### src/rtl/binary_target_box.sv
// binary_target_box: bounding box of thresholded pixels within a detection window,
// latched at each frame start and drawn as a coloured border on the next frame.
`default_nettype none

module binary_target_box #(
    parameter logic [23:0] BOX_COLOR  = 24'hFF0000,
    parameter int          LINE_W     = 2,
    parameter int          MIN_PIXELS = 64,
    parameter int          WIN_X0     = 31,
    parameter int          WIN_X1     = 449,
    parameter int          WIN_Y0     = 31,
    parameter int          WIN_Y1     = 239
) (
    input  logic        clk,
    input  logic        rst_n,
    input  logic        en,
    input  logic        i_hs,
    input  logic        i_vs,
    input  logic        i_de,
    input  logic [11:0] i_x,
    input  logic [11:0] i_y,
    input  logic        i_flag,
    input  logic [23:0] i_data,
    output logic        o_hs,
    output logic        o_vs,
    output logic        o_de,
    output logic [23:0] o_data,
    output logic        box_valid,
    output logic [11:0] box_x0,
    output logic [11:0] box_x1,
    output logic [11:0] box_y0,
    output logic [11:0] box_y1,
    output logic [19:0] pix_count
);

    localparam logic [11:0] c_WIN_X0 = 12'(WIN_X0);
    localparam logic [11:0] c_WIN_X1 = 12'(WIN_X1);
    localparam logic [11:0] c_WIN_Y0 = 12'(WIN_Y0);
    localparam logic [11:0] c_WIN_Y1 = 12'(WIN_Y1);
    localparam logic [19:0] c_MIN    = 20'(MIN_PIXELS);
    localparam logic [12:0] c_LW     = 13'(LINE_W);
    localparam logic [19:0] c_SAT    = 20'hFFFFF;

    typedef enum logic [0:0] {
        WAIT_FRAME = 1'b0,
        ACCUM      = 1'b1
    } state_t;

    state_t      r_state;
    logic        r_vs_d;
    logic [11:0] r_min_x, r_max_x, r_min_y, r_max_y;
    logic [19:0] r_count;

    logic w_fe;
    logic w_qual;
    logic w_inside;
    logic w_edge;
    logic w_border;

    assign w_fe   = i_vs & ~r_vs_d;
    assign w_qual = i_de & i_flag &
                    (i_x >= c_WIN_X0) & (i_x <= c_WIN_X1) &
                    (i_y >= c_WIN_Y0) & (i_y <= c_WIN_Y1);

    // 13-bit sums keep the edge test correct near the top of the 12-bit range
    assign w_inside = (i_x >= box_x0) & (i_x <= box_x1) &
                      (i_y >= box_y0) & (i_y <= box_y1);
    assign w_edge   = ({1'b0, i_x} < ({1'b0, box_x0} + c_LW)) |
                      (({1'b0, i_x} + c_LW) > {1'b0, box_x1}) |
                      ({1'b0, i_y} < ({1'b0, box_y0} + c_LW)) |
                      (({1'b0, i_y} + c_LW) > {1'b0, box_y1});
    assign w_border = w_inside & w_edge;

    always_ff @(posedge clk or negedge rst_n) begin
        if (!rst_n) begin
            r_state   <= WAIT_FRAME;
            r_vs_d    <= 1'b0;
            r_min_x   <= 12'hFFF;
            r_max_x   <= 12'h000;
            r_min_y   <= 12'hFFF;
            r_max_y   <= 12'h000;
            r_count   <= 20'd0;
            o_hs      <= 1'b0;
            o_vs      <= 1'b0;
            o_de      <= 1'b0;
            o_data    <= 24'd0;
            box_valid <= 1'b0;
            box_x0    <= 12'd0;
            box_x1    <= 12'd0;
            box_y0    <= 12'd0;
            box_y1    <= 12'd0;
            pix_count <= 20'd0;
        end else begin
            r_vs_d <= i_vs;
            o_hs   <= i_hs;
            o_vs   <= i_vs;
            o_de   <= i_de;

            if (!i_de)
                o_data <= 24'd0;
            else if (en && box_valid && w_border)
                o_data <= BOX_COLOR;
            else
                o_data <= i_data;

            if (w_fe) begin
                r_state <= ACCUM;
                r_min_x <= 12'hFFF;
                r_max_x <= 12'h000;
                r_min_y <= 12'hFFF;
                r_max_y <= 12'h000;
                r_count <= 20'd0;
                // The partial frame seen before the first frame event is discarded
                if (r_state == ACCUM) begin
                    pix_count <= r_count;
                    if (r_count >= c_MIN) begin
                        box_valid <= 1'b1;
                        box_x0    <= r_min_x;
                        box_x1    <= r_max_x;
                        box_y0    <= r_min_y;
                        box_y1    <= r_max_y;
                    end else begin
                        box_valid <= 1'b0;
                    end
                end
            end else if (r_state == ACCUM && w_qual) begin
                if (i_x < r_min_x) r_min_x <= i_x;
                if (i_x > r_max_x) r_max_x <= i_x;
                if (i_y < r_min_y) r_min_y <= i_y;
                if (i_y > r_max_y) r_max_y <= i_y;
                if (r_count != c_SAT) r_count <= r_count + 20'd1;
            end
        end
    end

endmodule

`default_nettype wire

### config.mk
export PLATFORM = sky130hd
export DESIGN_NAME = binary_target_box
export DESIGN_NICKNAME = d
export VERILOG_FILES = /design/src/rtl/binary_target_box.sv
export SDC_FILE = /design/constraint.sdc
export NUM_CORES = 1
export LEC_CHECK = 0
export ABC_AREA = 1
export ABC_CLOCK_PERIOD_IN_PS = 2650
export BUFFER_PORTS_ARGS = -buffer_cell sky130_fd_sc_hd__buf_2
export CAP_MARGIN = 20
export CORE_ASPECT_RATIO = 0.9
export CORE_MARGIN = 1.5
export CORE_UTILIZATION = 45
export DETAILED_ROUTE_END_ITERATION = 8
export HOLD_SLACK_MARGIN = 0.02
export SETUP_SLACK_MARGIN = 0.05
export SYNTH_ARGS = -nofsm -noshare
export SYNTH_HDL_FRONTEND = slang
export SYNTH_SLANG_ARGS = --single-unit
### constraint.sdc
create_clock -name clk -period 2.65 [get_ports clk]
set_input_delay 0.1325 -clock clk [delete_from_list [all_inputs] [get_ports clk]]
set_output_delay 0.1325 -clock clk [all_outputs]
set_load 0.05 [all_outputs]
Word-level counts from Yosys, hierarchy flattened

Cells that the tools add are included.

Register bits: 165
Input port bits: 55
Output and inout bits: 96
Word-level logic and storage cells: 87

$add $sub $neg: 5
Magnitude comparators: 17
Eq/ne operators: 1
Multiplexer cells: 18
Bitwise gates (word level): 14
Reductions and logical operators: 16

Operator list:

| operator                                             | count |
|---|---|
| two-way mux 12 bit                                   | 12 |
| two-way mux 20 bit                                   | 3 |
| adder 12 x 2 -> 13 bit, second input constant        | 4 |
| two-way mux 24 bit                                   | 2 |
| greater-than comparator 13 x 12 -> 1 bit             | 2 |
| less-than comparator 12 x 13 -> 1 bit                | 2 |
| >= comparator 12 bit                                 | 2 |
| >= comparator 12 x 5 -> 1 bit, second input constant | 2 |
| greater-than comparator 12 bit                       | 2 |
| <= comparator 12 bit                                 | 2 |
| less-than comparator 12 bit                          | 2 |
| adder 20 x 1 -> 20 bit, second input constant        | 1 |
| >= comparator 20 x 7 -> 1 bit, second input constant | 1 |
| inequality test 20 bit, second input constant        | 1 |
| <= comparator 12 x 8 -> 1 bit, second input constant | 1 |
| <= comparator 12 x 9 -> 1 bit, second input constant | 1 |
| AND reduction 2 bit                                  | 6 |
| nonzero test 2 bit                                   | 6 |
| bitwise AND 1 bit                                    | 10 |
| logical AND 1 bit                                    | 3 |
| bitwise OR 1 bit                                     | 3 |
| AND reduction 3 bit                                  | 1 |
| two-way mux 1 bit                                    | 1 |
| NOT 1 bit                                            | 1 |

Longest topological paths before layout

Gate-level depths: netlist (run 1).

Depth in word-level cells: 9
Gate-level depth with buffers: 21
Depth with buffers taken out: 20

Least setup slack after synthesis (run 1)

Ideal clock, no wire load.

Path type: register to register
Start: reg box_y0[2]
End: reg o_data[10]
Library setup time: 0.115 ns
Arrival time: 2.786 ns
Slack: -0.250 ns
Stages on the path, launching flop included: 20
Cells stage by stage: dfrtp_1 ha_1 nand2_1 nor2_1 nand3_1 nor2_1 nand2_1 xor2_1 ha_1 a21oi_1 nand2_1 nand2_1 nand2_1 nor2_1 nor2_1 nand2_1 nand2_2 nand2_4 buf_6 nor2_1

Longest elaborated chain between the ends: 8
Elaborated cells on any way between the ends: 11
Those cells by class: add/sub (1); order compare (2); mux (2); bitwise (5); reduce/logical (1)

Ends and longest elaborated chain:

| element                               | line | text |
|---|---|---|
| start, declared                       | 31   | `output logic [11:0] box_y0,` |
| start signal, assigned                | 120  | `box_y0 <= r_min_y;` |
| adder 12 x 2 -> 13 bit                | 70   | `({1'b0, i_y} < ({1'b0, box_y0} + c_LW)) \|` |
| less-than comparator 12 x 13 -> 1 bit | 70   |  |
| bitwise OR 1 bit                      | 69   | `(({1'b0, i_x} + c_LW) > {1'b0, box_x1}) \|` |
| bitwise OR 1 bit                      | 70   |  |
| bitwise AND 1 bit *                   | 72   | `assign w_border = w_inside & w_edge;` |
| logical AND 1 bit *                   | 101  | `else if (en && box_valid && w_border)` |
| two-way mux 24 bit *                  | 101  |  |
| two-way mux 24 bit *                  | 99   | `if (!i_de)` |
| end signal, assigned                  | 104  | `o_data <= i_data;` |
| end, declared                         | 27   | `output logic [23:0] o_data,` |

Every way passes the cells marked *; elsewhere a longest branch is shown, timed or not.
A chain may end at the register's enable or synchronous reset.

Final worst setup path (run 1)

Start: reg box_x0[4]
End: reg o_data[16]

Longest elaborated chain between the ends: 9
Elaborated cells on any way between the ends: 13
Those cells by class: add/sub (1); order compare (2); mux (2); bitwise (7); reduce/logical (1)

Ends and longest elaborated chain:

| element                               | line | text |
|---|---|---|
| start, declared                       | 29   | `output logic [11:0] box_x0,` |
| start signal, assigned                | 118  | `box_x0 <= r_min_x;` |
| adder 12 x 2 -> 13 bit                | 68   | `assign w_edge = ({1'b0, i_x} < ({1'b0, box_x0} + c_LW)) \|` |
| less-than comparator 12 x 13 -> 1 bit | 68   |  |
| bitwise OR 1 bit                      | 68   |  |
| bitwise OR 1 bit                      | 69   |  |
| bitwise OR 1 bit                      | 70   |  |
| bitwise AND 1 bit *                   | 72   |  |
| logical AND 1 bit *                   | 101  |  |
| two-way mux 24 bit *                  | 101  |  |
| two-way mux 24 bit *                  | 99   |  |

Marked as above.

==> out/qor.txt, run 1 <==
status -> completed
Hold WS -> 0.168 ns
Setup Skew -> 0.0168 ns
Mapped Nets -> 1588
CP delay by family, top -> simple AND/OR/NAND/NOR gates
pin count of the biggest net entering global routing -> 58
Mean Syn Cell Area -> 8.03 µm²
max reg flops -> 24
DIE WIDTH -> 169 µm
Rel. slew slack -> 0.572
asr flop ratio synth -> 1.00
First-pass DRT Iterations -> 5
CP Buf/Inv Count -> 2
Main synth FF type -> dfrtp_1
number of nets with antenna violations after routing -> 0
synthesized area -> 0.0111 mm²
Crit path arrival time -> 2.92 ns
Skew-Pair Late Insertion Delay -> 0.44 ns
Starting DRT DRC Count -> 607
Die Area -> 0.0257 mm²
multi-input logic area -> 0.00622 mm²
Synth-to-Final Area Change -> 23.9%
total stage count of the critical path -> 17
Setup violations, final -> 0
Slew @ Worst Pin -> 0.642 ns
r2r setup slk -> 0.09 ns
number of flops mapped to enable cells by yosys -> 0
path depth of the worst reg2reg path -> 17
Die Span Y -> 152 µm
warnings from Yosys -> 0
# DRC -> 0
gr ovfl total -> 0
gr usage total -> 0.239
Largest regs -> o_data (24), pix_count (20), r_count (20)
Critical path origin -> box_x0[4]$_DFFE_PN0P_
Post-Syn Instances -> 1389
H-tree depth -> 4
Fill cells -> 2246
Crit Path Category -> reg -> reg
final core utilization -> 0.570
Hold Path Class -> in -> reg
vias -> 9708
crit share post-route -> 0.966
Max Fanout on Critical Path -> 4
reg-to-reg endpoint -> o_data[16]$_DFF_PN0_
worst reg2reg startpoint -> box_x0[4]$_DFFE_PN0P_
peak supply drop -> 0.000370 V
Detail Placement HPWL -> 22.7 mm
setup slack after layout -> 0.0902 ns
final hold violations -> 0
CORE AREA -> 0.0243 mm²
register area -> 0.00417 mm²
first-pass GRT wire length -> 48.7 mm
crit path launch type -> flip-flop
fin nets -> 1827
CTS clock-pin slew for the worst setup and hold paths -> 0.08 ns
CP endpoint -> o_data[16]$_DFF_PN0_
Peak Freq -> 0.391 GHz
initial antenna violation count -> 1
Cell Pwr Density -> 661 mW/mm²
synth unique cells -> 45
port bufs -> 150
slowest stage delay, CP -> 0.39 ns
vias in the first global route -> 9280
final WL -> 29.6 mm
Worst setup EP type -> flip-flop
Synth Register Bits -> 165
GPL Wtd Cong -> 0.891
fin area -> 0.0138 mm²
drt wl/cell -> 15.2 µm
initial core utilization -> 0.460
crit-path cells -> nand2_2 > nor3_2 > inv_1 > nor2_2 > nand3_1 > xor2_1 > ha_1 > a21oi_2 > nor2_1 > o21ai_1 > nand2_1 > nor2_4 > nor2_2 > nand2_4 > nand2_8 > buf_6 > a21oi_1
CTS Buf Count -> 17
CTS root buf -> clkbuf_16
Max Buffers Root-to-Sink -> 2
Top reg by flops -> o_data
IO Pins -> 151
pre-CTS setup slack -> -0.0453 ns
Final min period -> 2.56 ns
Crit path top cell by count -> nor2_2
# clock sinks -> 165
Critical-path top delay cell -> dfrtp_2
cell area after placement -> 0.0127 mm²
RSZ-0062 raised after global routing -> true
Row Count -> 54
Via density -> 4.98
count of pins over their slew limit -> 0
leakage -> 7.08 nW
WP data required -> 3.01 ns
sequential element share of the synthesized area -> 0.373
share of cells above drive strength 1 -> 0.235
CTS tree -> yes
Max-Cap Viols -> 0
[worst min path at each step]
| stage | startpoint | to | slack (ns) | cells after the start |
|---|---|---|---|---|
| after floorplan | rst_n | box_valid$_DFFE_PN0P_ | -0.16 | 0 |
| after global placement | rst_n | box_y1[7]$_DFFE_PN0P_ | 0.13 | 1 |
| after detailed placement | rst_n | box_y1[7]$_DFFE_PN0P_ | 0.14 | 1 |
| after CTS | i_x[2] | r_max_x[2]$_DFFE_PN0P_ | 0.15 | 4 |
| after global routing | i_x[1] | r_max_x[1]$_DFFE_PN0P_ | 0.18 | 4 |
| final | i_x[2] | r_max_x[2]$_DFFE_PN0P_ | 0.17 | 4 |
[layout by cell type (no fill, tap or decap), drive strengths merged]
master	count
dfrtp	141
a211oi	2
nand4	30
o21ai	103
a21boi	2
nand3	74
mux2	11
or2	2
nor3	20
and2	4
nor4	9
nor3b	1
buf	222
nand2	308
clkinvlp	2
diode	1
a21o	3
a21oi	63
inv	212
clkbuf	17
xnor2	10
o31ai	2
dfstp	24
o21a	12
clkinv	7
ha	144
nor2	145
xor2	37
dlygate4sd3	31
a22o	1
o211ai	2
[per-stage QoR]
| step | setup TNS [ns] | total power [mW] | cells |
|---|---|---|---|
| 2_1_floorplan | 0 | 5.51 | 1389 |
| 3_3_place_gp | 0 | 6.47 | 1878 |
| 3_5_place_dp | -0.312 | 6.52 | 1878 |
| 4_1_cts | 0 | 9.12 | 1943 |
| 5_1_grt | -1.79 | 9.73 | 1950 |
| 6_report | 0 | 9.13 | 1950 |
[final cells by class]
cell class | instances | area share
sequential | 165 | 0.302
inverter | 206 | 0.0560
antenna | 1 | 0.000181
clock inverter | 15 | 0.0133
timing repair buffer | 253 | 0.120
multi-input combinational | 985 | 0.450
clock buffer | 17 | 0.0308
tap | 308 | 0.0279
[tightest hold or removal path, stage by stage]
cell     delay [ns]
buf_2          0.13
buf_4          0.17
nand3_1        0.08
nand2_1        0.05
[routing by layer]
metal | global-route usage | routed length (µm) | up-vias
met5 | 0 | 0 | -
met4 | 0.0527 | 264 | 0
met3 | 0.0369 | 1200 | 18
met2 | 0.363 | 13100 | 200
met1 | 0.357 | 15100 | 4490
li1 | - | - | 5000
[power by group]
part | internal [mW] | switching, mW
Sequential | 2.91 | 0.294
Combinational | 1.18 | 2.23
Clock | 1.28 | 1.22
[timing repair]
| item | 4_1_cts | 5_1_grt |
|---|---|---|
| pin swaps | 5 | 18 |
| hold buffers | 31 | 0 |
| buffers inserted | 2 | 5 |
| setup endpoints to repair | 24 | 24 |
| gates cloned | 0 | 1 |
| gates resized for setup | 7 | 25 |
| hold endpoints to repair | 70 | 0 |
[Yosys cell counts, types with 2 or more instances]
cell | number | area [µm²]
clkbuf_2 | 2 | 10.0
nand3_1 | 72 | 360
nor2_4 | 4 | 45.0
nor2_1 | 137 | 514
xor2_1 | 37 | 324
and2_1 | 4 | 25.0
a21boi_0 | 2 | 15.0
buf_6 | 7 | 78.8
buf_4 | 2 | 15.0
o21ai_0 | 61 | 305
nand4_1 | 29 | 181
buf_1 | 2 | 7.51
nor3_1 | 18 | 90.1
a211oi_1 | 2 | 15.0
nand2_1 | 300 | 1130
o211ai_1 | 2 | 15.0
mux2_2 | 11 | 124
clkbuf_1 | 12 | 45.0
dfrtp_1 | 141 | 3530
nand2_2 | 6 | 37.5
o21ai_2 | 24 | 210
xnor2_1 | 10 | 87.6
a21o_1 | 3 | 22.5
or2_1 | 2 | 12.5
ha_1 | 144 | 1800
dfstp_2 | 24 | 631
o31ai_1 | 2 | 15.0
o21a_1 | 12 | 90.1
buf_2 | 9 | 45.0
o21ai_1 | 17 | 85.1
nor2_2 | 4 | 25.0
inv_1 | 205 | 769
nor4_1 | 8 | 50.1
a21oi_1 | 62 | 310
nor3_2 | 2 | 20.0
[logic make-up after synthesis]
family / Yosys count / share of synthesized area
DFF: 165 / 0.373
buffers and inverters: 240 / 0.0874
xor gates and xnor gates: 47 / 0.0369
and+or+nand+nor: 592 / 0.230
AOI/OAI and AO/OA: 190 / 0.100
muxes: 11 / 0.0111
adders and majority gates: 144 / 0.162
Power figures use the tool's default switching activity.
==> inputs of run 2 (changes only) <==
--- a/config.mk
+++ b/config.mk
@@ -6,12 +6,12 @@
 export NUM_CORES = 1
 export LEC_CHECK = 0
 export ABC_AREA = 1
-export ABC_CLOCK_PERIOD_IN_PS = 2650
+export ABC_CLOCK_PERIOD_IN_PS = 2900
 export BUFFER_PORTS_ARGS = -buffer_cell sky130_fd_sc_hd__buf_2
 export CAP_MARGIN = 20
 export CORE_ASPECT_RATIO = 0.9
 export CORE_MARGIN = 1.5
-export CORE_UTILIZATION = 45
+export CORE_UTILIZATION = 25
 export DETAILED_ROUTE_END_ITERATION = 8
 export HOLD_SLACK_MARGIN = 0.02
 export SETUP_SLACK_MARGIN = 0.05
==> constraint.sdc (replaced) <==
create_clock -name clk -period 2.9 [get_ports clk]
set_input_delay 0.145 -clock clk [delete_from_list [all_inputs] [get_ports clk]]
set_output_delay 0.145 -clock clk [all_outputs]
set_load 0.05 [all_outputs]
==> run 2 against run 1 <==
  * Fmax decreased by 3.6%
  * Hold slack got worse by 0.097 ns
  * Sequential power decreased by 7.8%
  * Clock-buffer cell count increased by 2
  * Critical path depth increased by 1
  * Core utilization decreased by 26 points
  * Global-route usage decreased by 9.0 points
  * Via count increased by 0.60%
  * Cell area increased by 0.33%
  * Clock skew increased by 0.00082 ns
  * Final cell count increased by 14%
  * Largest power group unchanged
==> out/qor.txt, run 2 (same netlist as run 1, synthesis figures left out) <==
IO Pins -> 151
Critical-path top delay cell -> dfrtp_2
Skew-Pair Late Insertion Delay -> 0.46 ns
fin area -> 0.0139 mm²
gr usage total -> 0.149
Detail Placement HPWL -> 25.4 mm
gr ovfl total -> 0
First-pass DRT Iterations -> 5
switching part of the total -> 0.402
# clock sinks -> 165
Top reg by flops -> o_data
status -> completed
Crit Path Category -> reg -> reg
fin nets -> 1800
power share of the combinational group -> 0.362
WP data required -> 3.28 ns
peak supply drop -> 0.000469 V
Peak Freq -> 0.377 GHz
number of nets with antenna violations after routing -> 0
CTS clock-pin slew for the worst setup and hold paths -> 0.07 ns
H-tree depth -> 4
Max-Cap Viols -> 0
Worst setup EP type -> flip-flop
drt wl/cell -> 15.0 µm
Setup Skew -> 0.0176 ns
CORE AREA -> 0.0441 mm²
Setup TNS Final -> 0 ns
register area -> 0.00417 mm²
Final min period -> 2.65 ns
multi-input logic area -> 0.00613 mm²
most common cell after layout, fill and taps aside -> nand2_1
clock share of power -> 0.281
final hold violations -> 0
Largest regs -> o_data (24), pix_count (20), r_count (20)
Via density -> 4.41
Crit path arrival time -> 3.04 ns
first-pass GRT wire length -> 53.0 mm
Hold Crit Depth -> 3
Setup violations, final -> 0
Final Non-Filler Cells -> 2214
cell area after placement -> 0.0128 mm²
path depth of the worst reg2reg path -> 18
Starting DRT DRC Count -> 519
crit-path cells -> ha_4 > nand2_1 > nor2_2 > nand3_2 > nor2_4 > nand2_1 > xor2_1 > ha_1 > inv_1 > nor2_1 > o21ai_0 > nand2_1 > nor2_2 > nor2_2 > nand2_2 > nand2_4 > buf_8 > a21oi_1
CTS root buf -> clkbuf_16
CTS tree -> yes
GPL Wtd Cong -> 0.895
port bufs -> 150
Cell Pwr Density -> 597 mW/mm²
vias in the first global route -> 9763
count of pins over their slew limit -> 0
pin count of the biggest net entering global routing -> 66
final core utilization -> 0.314
share of cells above drive strength 1 -> 0.211
Max Buffers Root-to-Sink -> 2
# DRC -> 0
CTS Buf Count -> 17
max reg flops -> 24
number of diodes -> 0
Max Fanout on Critical Path -> 8
leakage -> 6.91 nW
initial antenna violation count -> 0
vias -> 9766
initial core utilization -> 0.253
Seq pwr share -> 0.358
crit path launch type -> flip-flop
RSZ-0062 raised after global routing -> false
Die Span Y -> 203 µm
Inst Count DP -> 2149
crit share post-route -> 0.916
Die Area -> 0.0459 mm²
Fill cells -> 4662
DIE WIDTH -> 226 µm
most frequent cells in the layout -> nand2_1 (298), inv_1 (204), buf_2 (149), ha_1 (142), dfrtp_1 (136)
Rel. slew slack -> 0.535
slowest stage delay, CP -> 0.43 ns
Row Count -> 73
Int Power -> 4.94 mW
Synth-to-Final Area Change -> 24.3%
final WL -> 33.2 mm
sw power -> 3.33 mW
Hold Path Class -> in -> reg
Slew @ Worst Pin -> 0.695 ns
run 2: metrics by stage:
stage / total power, mW / hold slack (ns) / setup WS [ns]
2_1_floorplan: 4.99 / -0.151 / 0.0615
3_3_place_gp: 5.82 / 0.196 / 0.0479
3_5_place_dp: 5.90 / 0.204 / 0.0208
4_1_cts: 8.30 / 0.0357 / 0.0764
5_1_grt: 8.83 / 0.0445 / 0.0494
6_report: 8.27 / 0.0716 / 0.245
run 2: timing repair:
item | in CTS | in global routing
hold buffers | 30 | 0
resized for setup | 2 | 28
setup buffers | 0 | 3
setup endpoints to repair | 18 | 24
pin swaps | 0 | 13
endpoints found under the hold margin | 91 | 0
run 2: worst paths after layout:
path	start	slack (ns)	endpoint
max	box_x0[1]$_DFFE_PN0P_	0.25	o_data[21]$_DFF_PN0_
min	i_y[0]	0.07	r_min_y[0]$_DFFE_PN1P_
max reg2reg	box_x0[1]$_DFFE_PN0P_	0.25	o_data[21]$_DFF_PN0_
min reg2reg	r_min_y[10]$_DFFE_PN1P_	0.47	r_min_y[10]$_DFFE_PN1P_
max in group asynchronous	rst_n	1.75	o_data[12]$_DFF_PN0_
min in group asynchronous	rst_n	0.27	r_vs_d$_DFF_PN0_
run 2: final cells by class:
type                    instances  share of cell area
multi-input cells             984               0.443
flip-flops and latches        165               0.301
repair buffers                227               0.104
inverters                     206              0.0558
well taps                     600              0.0542
clock buffers                  19              0.0320
clock inverters                13              0.0108
run 2: power by group through the flow:
stage	Clock, mW	Combinational, mW	Sequential [mW]
2_1_floorplan	0	1.41	3.58
3_3_place_gp	0	2.84	2.97
3_5_place_dp	0	2.91	2.99
4_1_cts	2.39	2.96	2.95
5_1_grt	2.48	3.35	3.01
6_report	2.32	2.99	2.96
run 2: critical path, delay by kind of cell, from the launching register on:
family                   cells  cell delay [ns]
AND/OR/NAND/NOR             11             1.05
flip-flops                   1             0.43
buffers and inverters        2             0.23
adder cells (fa/ha/maj)      2             0.47
XOR/XNOR                     1             0.15
AO/OA/AOI/OAI                2             0.25
run 2: routing by layer:
| metal | routed length (µm) | track usage | vias to the layer above |
|---|---|---|---|
| met2 | 15500 | 0.244 | 189 |
| met3 | 1010 | 0.0226 | 35 |
| met4 | 679 | 0.0527 | 0 |
| met1 | 16100 | 0.199 | 4614 |
| met5 | 0 | 0 | - |
| li1 | - | - | 4928 |
==> inputs of run 3 (changes only) <==
--- a/config.mk
+++ b/config.mk
@@ -7,14 +7,13 @@
 export LEC_CHECK = 0
 export ABC_AREA = 1
 export ABC_CLOCK_PERIOD_IN_PS = 2900
-export BUFFER_PORTS_ARGS = -buffer_cell sky130_fd_sc_hd__buf_2
+export BUFFER_PORTS_ARGS = -buffer_cell sky130_fd_sc_hd__clkbuf_2
 export CAP_MARGIN = 20
 export CORE_ASPECT_RATIO = 0.9
 export CORE_MARGIN = 1.5
 export CORE_UTILIZATION = 25
 export DETAILED_ROUTE_END_ITERATION = 8
 export HOLD_SLACK_MARGIN = 0.02
-export SETUP_SLACK_MARGIN = 0.05
 export SYNTH_ARGS = -nofsm -noshare
 export SYNTH_HDL_FRONTEND = slang
 export SYNTH_SLANG_ARGS = --single-unit
==> run 3 against run 2 <==
  * Hold slack got worse by 0.026 ns
  * Global-route usage fell by 0.093 points
  * Final cell count barely moved
  * Combinational power about the same
  * Core utilization hardly changed
  * Setup slack better by 0.0033 ns
  * Critical path type unchanged
  * Fmax grew 0.12%
  * Clock power up 6%
  * Power increased by 1.7%
  * Critical path depth is the same
==> out/qor.txt, run 3 (same netlist as run 1, synthesis figures left out) <==
Die Area -> 0.0459 mm²
register area -> 0.00416 mm²
Die Span Y -> 203 µm
pin count of the biggest net entering global routing -> 73
CP delay by family, top -> simple AND/OR/NAND/NOR gates
Power Total -> 8.41 mW
final hold violations -> 0
worst reg2reg startpoint -> box_y0[1]$_DFFE_PN0P_
Via density -> 4.41
WP data required -> 3.23 ns
Peak Freq -> 0.377 GHz
Setup violations, final -> 0
hold endpoint -> r_max_y[0]$_DFFE_PN0P_
clock share of power -> 0.293
CORE AREA -> 0.0441 mm²
Max Buffers Root-to-Sink -> 2
most frequent cells in the layout -> nand2_1 (299), inv_1 (204), clkbuf_2 (149), ha_1 (142), dfrtp_1 (139)
Starting DRT DRC Count -> 503
peak supply drop -> 0.000414 V
Hold Crit Depth -> 3
number of nets with antenna violations after routing -> 0
Hold WS -> 0.0452 ns
number of diodes -> 0
Max Fanout on Critical Path -> 16
Inst Count DP -> 2146
drt wl/cell -> 14.8 µm
Top reg by flops -> o_data
gr ovfl total -> 0
fin nets -> 1799
initial core utilization -> 0.253
Worst setup EP type -> flip-flop
crit path launch type -> flip-flop
gr usage total -> 0.148
IO Pins -> 151
Crit Path Category -> reg -> reg
Detail Placement HPWL -> 25.3 mm
path depth of the worst reg2reg path -> 18
most common cell after layout, fill and taps aside -> nand2_1
max reg flops -> 24
r2r setup slk -> 0.25 ns
slowest stage delay, CP -> 0.38 ns
GPL Wtd Cong -> 0.896
Critical-path top delay cell -> dfrtp_1
Max-Cap Viols -> 0
Row Count -> 73
Skew-Pair Late Insertion Delay -> 0.45 ns
vias in the first global route -> 9708
cell area after placement -> 0.0128 mm²
final core utilization -> 0.314
Crit path arrival time -> 2.98 ns
power share of the combinational group -> 0.356
count of pins over their slew limit -> 0
Hold Path Class -> in -> reg
Rel. slew slack -> 0.517
Seq pwr share -> 0.350
# DRC -> 0
Final Non-Filler Cells -> 2213
Slew @ Worst Pin -> 0.725 ns
DIE WIDTH -> 226 µm
port bufs -> 150
Cell Pwr Density -> 608 mW/mm²
crit-path cells -> ha_2 > nand2_1 > nor2_2 > nand3_2 > nor2_2 > nand2_1 > xor2_1 > ha_1 > a21oi_1 > nand2_1 > nand2_1 > nand2_1 > nor2_2 > nor2_1 > nand2_1 > nand2_4 > nand2_4 > nor2_1
CTS root buf -> clkbuf_16
First-pass DRT Iterations -> 6
first-pass GRT wire length -> 53.1 mm
share of cells above drive strength 1 -> 0.205
# clock sinks -> 165
final WL -> 32.8 mm
Largest regs -> o_data (24), pix_count (20), r_count (20)
CTS tree -> yes
CTS clock-pin slew for the worst setup and hold paths -> 0.06 ns
CTS Buf Count -> 17
H-tree depth -> 4
RSZ-0062 raised after global routing -> true
Synth-to-Final Area Change -> 24.2%
Int Power -> 5.14 mW
Fill cells -> 4655
CP Buf/Inv Count -> 0
fin area -> 0.0138 mm²
multi-input logic area -> 0.00609 mm²
initial antenna violation count -> 0
Hold Crit Start -> i_y[0]
leakage -> 6.91 nW
reg-to-reg endpoint -> o_data[12]$_DFF_PN0_
sw power -> 3.27 mW
pre-CTS setup slack -> 0.0466 ns
Setup Skew -> 0.0130 ns
switching part of the total -> 0.389
Final min period -> 2.65 ns
status -> completed
Crit path top cell by count -> nand2_1
vias -> 9756
Setup TNS Final -> 0 ns
crit share post-route -> 0.914
setup slack after layout -> 0.248 ns
run 3: cell types whose count changed in the layout (fill, tap and decap cells not counted), sizes merged:
| cell | delta |
|---|---|
| bufinv | +2 |
| dlygate4sd3 | -1 |
| buf | -149 |
| clkinvlp | -2 |
| clkbuf | +151 |
| clkinv | -2 |
run 3: routing by layer:
metal / vias up / global-route usage / wire, µm
li1: 4921 / - / -
met1: 4604 / 0.199 / 15800
met2: 191 / 0.240 / 15200
met3: 40 / 0.0264 / 1180
met4: 0 / 0.0479 / 617
met5: - / 0 / 0
run 3: worst max path at each step:
| stage | from | end | slack, ns | depth (start not counted) |
|---|---|---|---|---|
| final | box_y0[1]$_DFFE_PN0P_ | o_data[12]$_DFF_PN0_ | 0.25 | 18 |
| after global routing | box_x0[2]$_DFFE_PN0P_ | o_data[5]$_DFF_PN0_ | -0.02 | 18 |
| after CTS | box_y0[2]$_DFFE_PN0P_ | o_data[17]$_DFF_PN0_ | 0.03 | 18 |
| after detailed placement | box_y0[2]$_DFFE_PN0P_ | o_data[17]$_DFF_PN0_ | 0.05 | 18 |
| after global placement | box_y0[2]$_DFFE_PN0P_ | o_data[19]$_DFF_PN0_ | 0.09 | 18 |
| after floorplan | box_y0[1]$_DFFE_PN0P_ | o_data[10]$_DFF_PN0_ | 0.004 | 19 |
run 3: power groups by stage:
stage	combinational, mW	sequential (mW)	clock, mW
after floorplan	1.41	3.57	0
after global placement	2.84	2.97	0
after detailed placement	2.90	2.98	0
after CTS	2.95	2.94	2.56
after global routing	3.37	2.99	2.65
final	3.00	2.95	2.47
run 3: cell type report:
cell class	instances	share of cell area
multi-input combinational	984	0.440
sequential	165	0.301
timing repair buffer	226	0.103
inverter	206	0.0559
tap	600	0.0542
clock buffer	21	0.0333
clock inverter	11	0.0124
run 3: timing repair:
item,CTS,global route
setup endpoints to repair,0,24
resized for setup,0,22
setup buffers,0,6
hold endpoints to repair,85,0
hold buffers,29,0
run 3: worst reg2reg max path, cell delays in order (launching register included):
cell	delay [ns]
dfrtp_1	0.38
ha_2	0.20
nand2_1	0.06
nor2_2	0.13
nand3_2	0.10
nor2_2	0.13
nand2_1	0.08
xor2_1	0.14
ha_1	0.32
a21oi_1	0.14
nand2_1	0.06
nand2_1	0.06
nand2_1	0.06
nor2_2	0.14
nor2_1	0.07
nand2_1	0.11
nand2_4	0.09
nand2_4	0.18
nor2_1	0.07
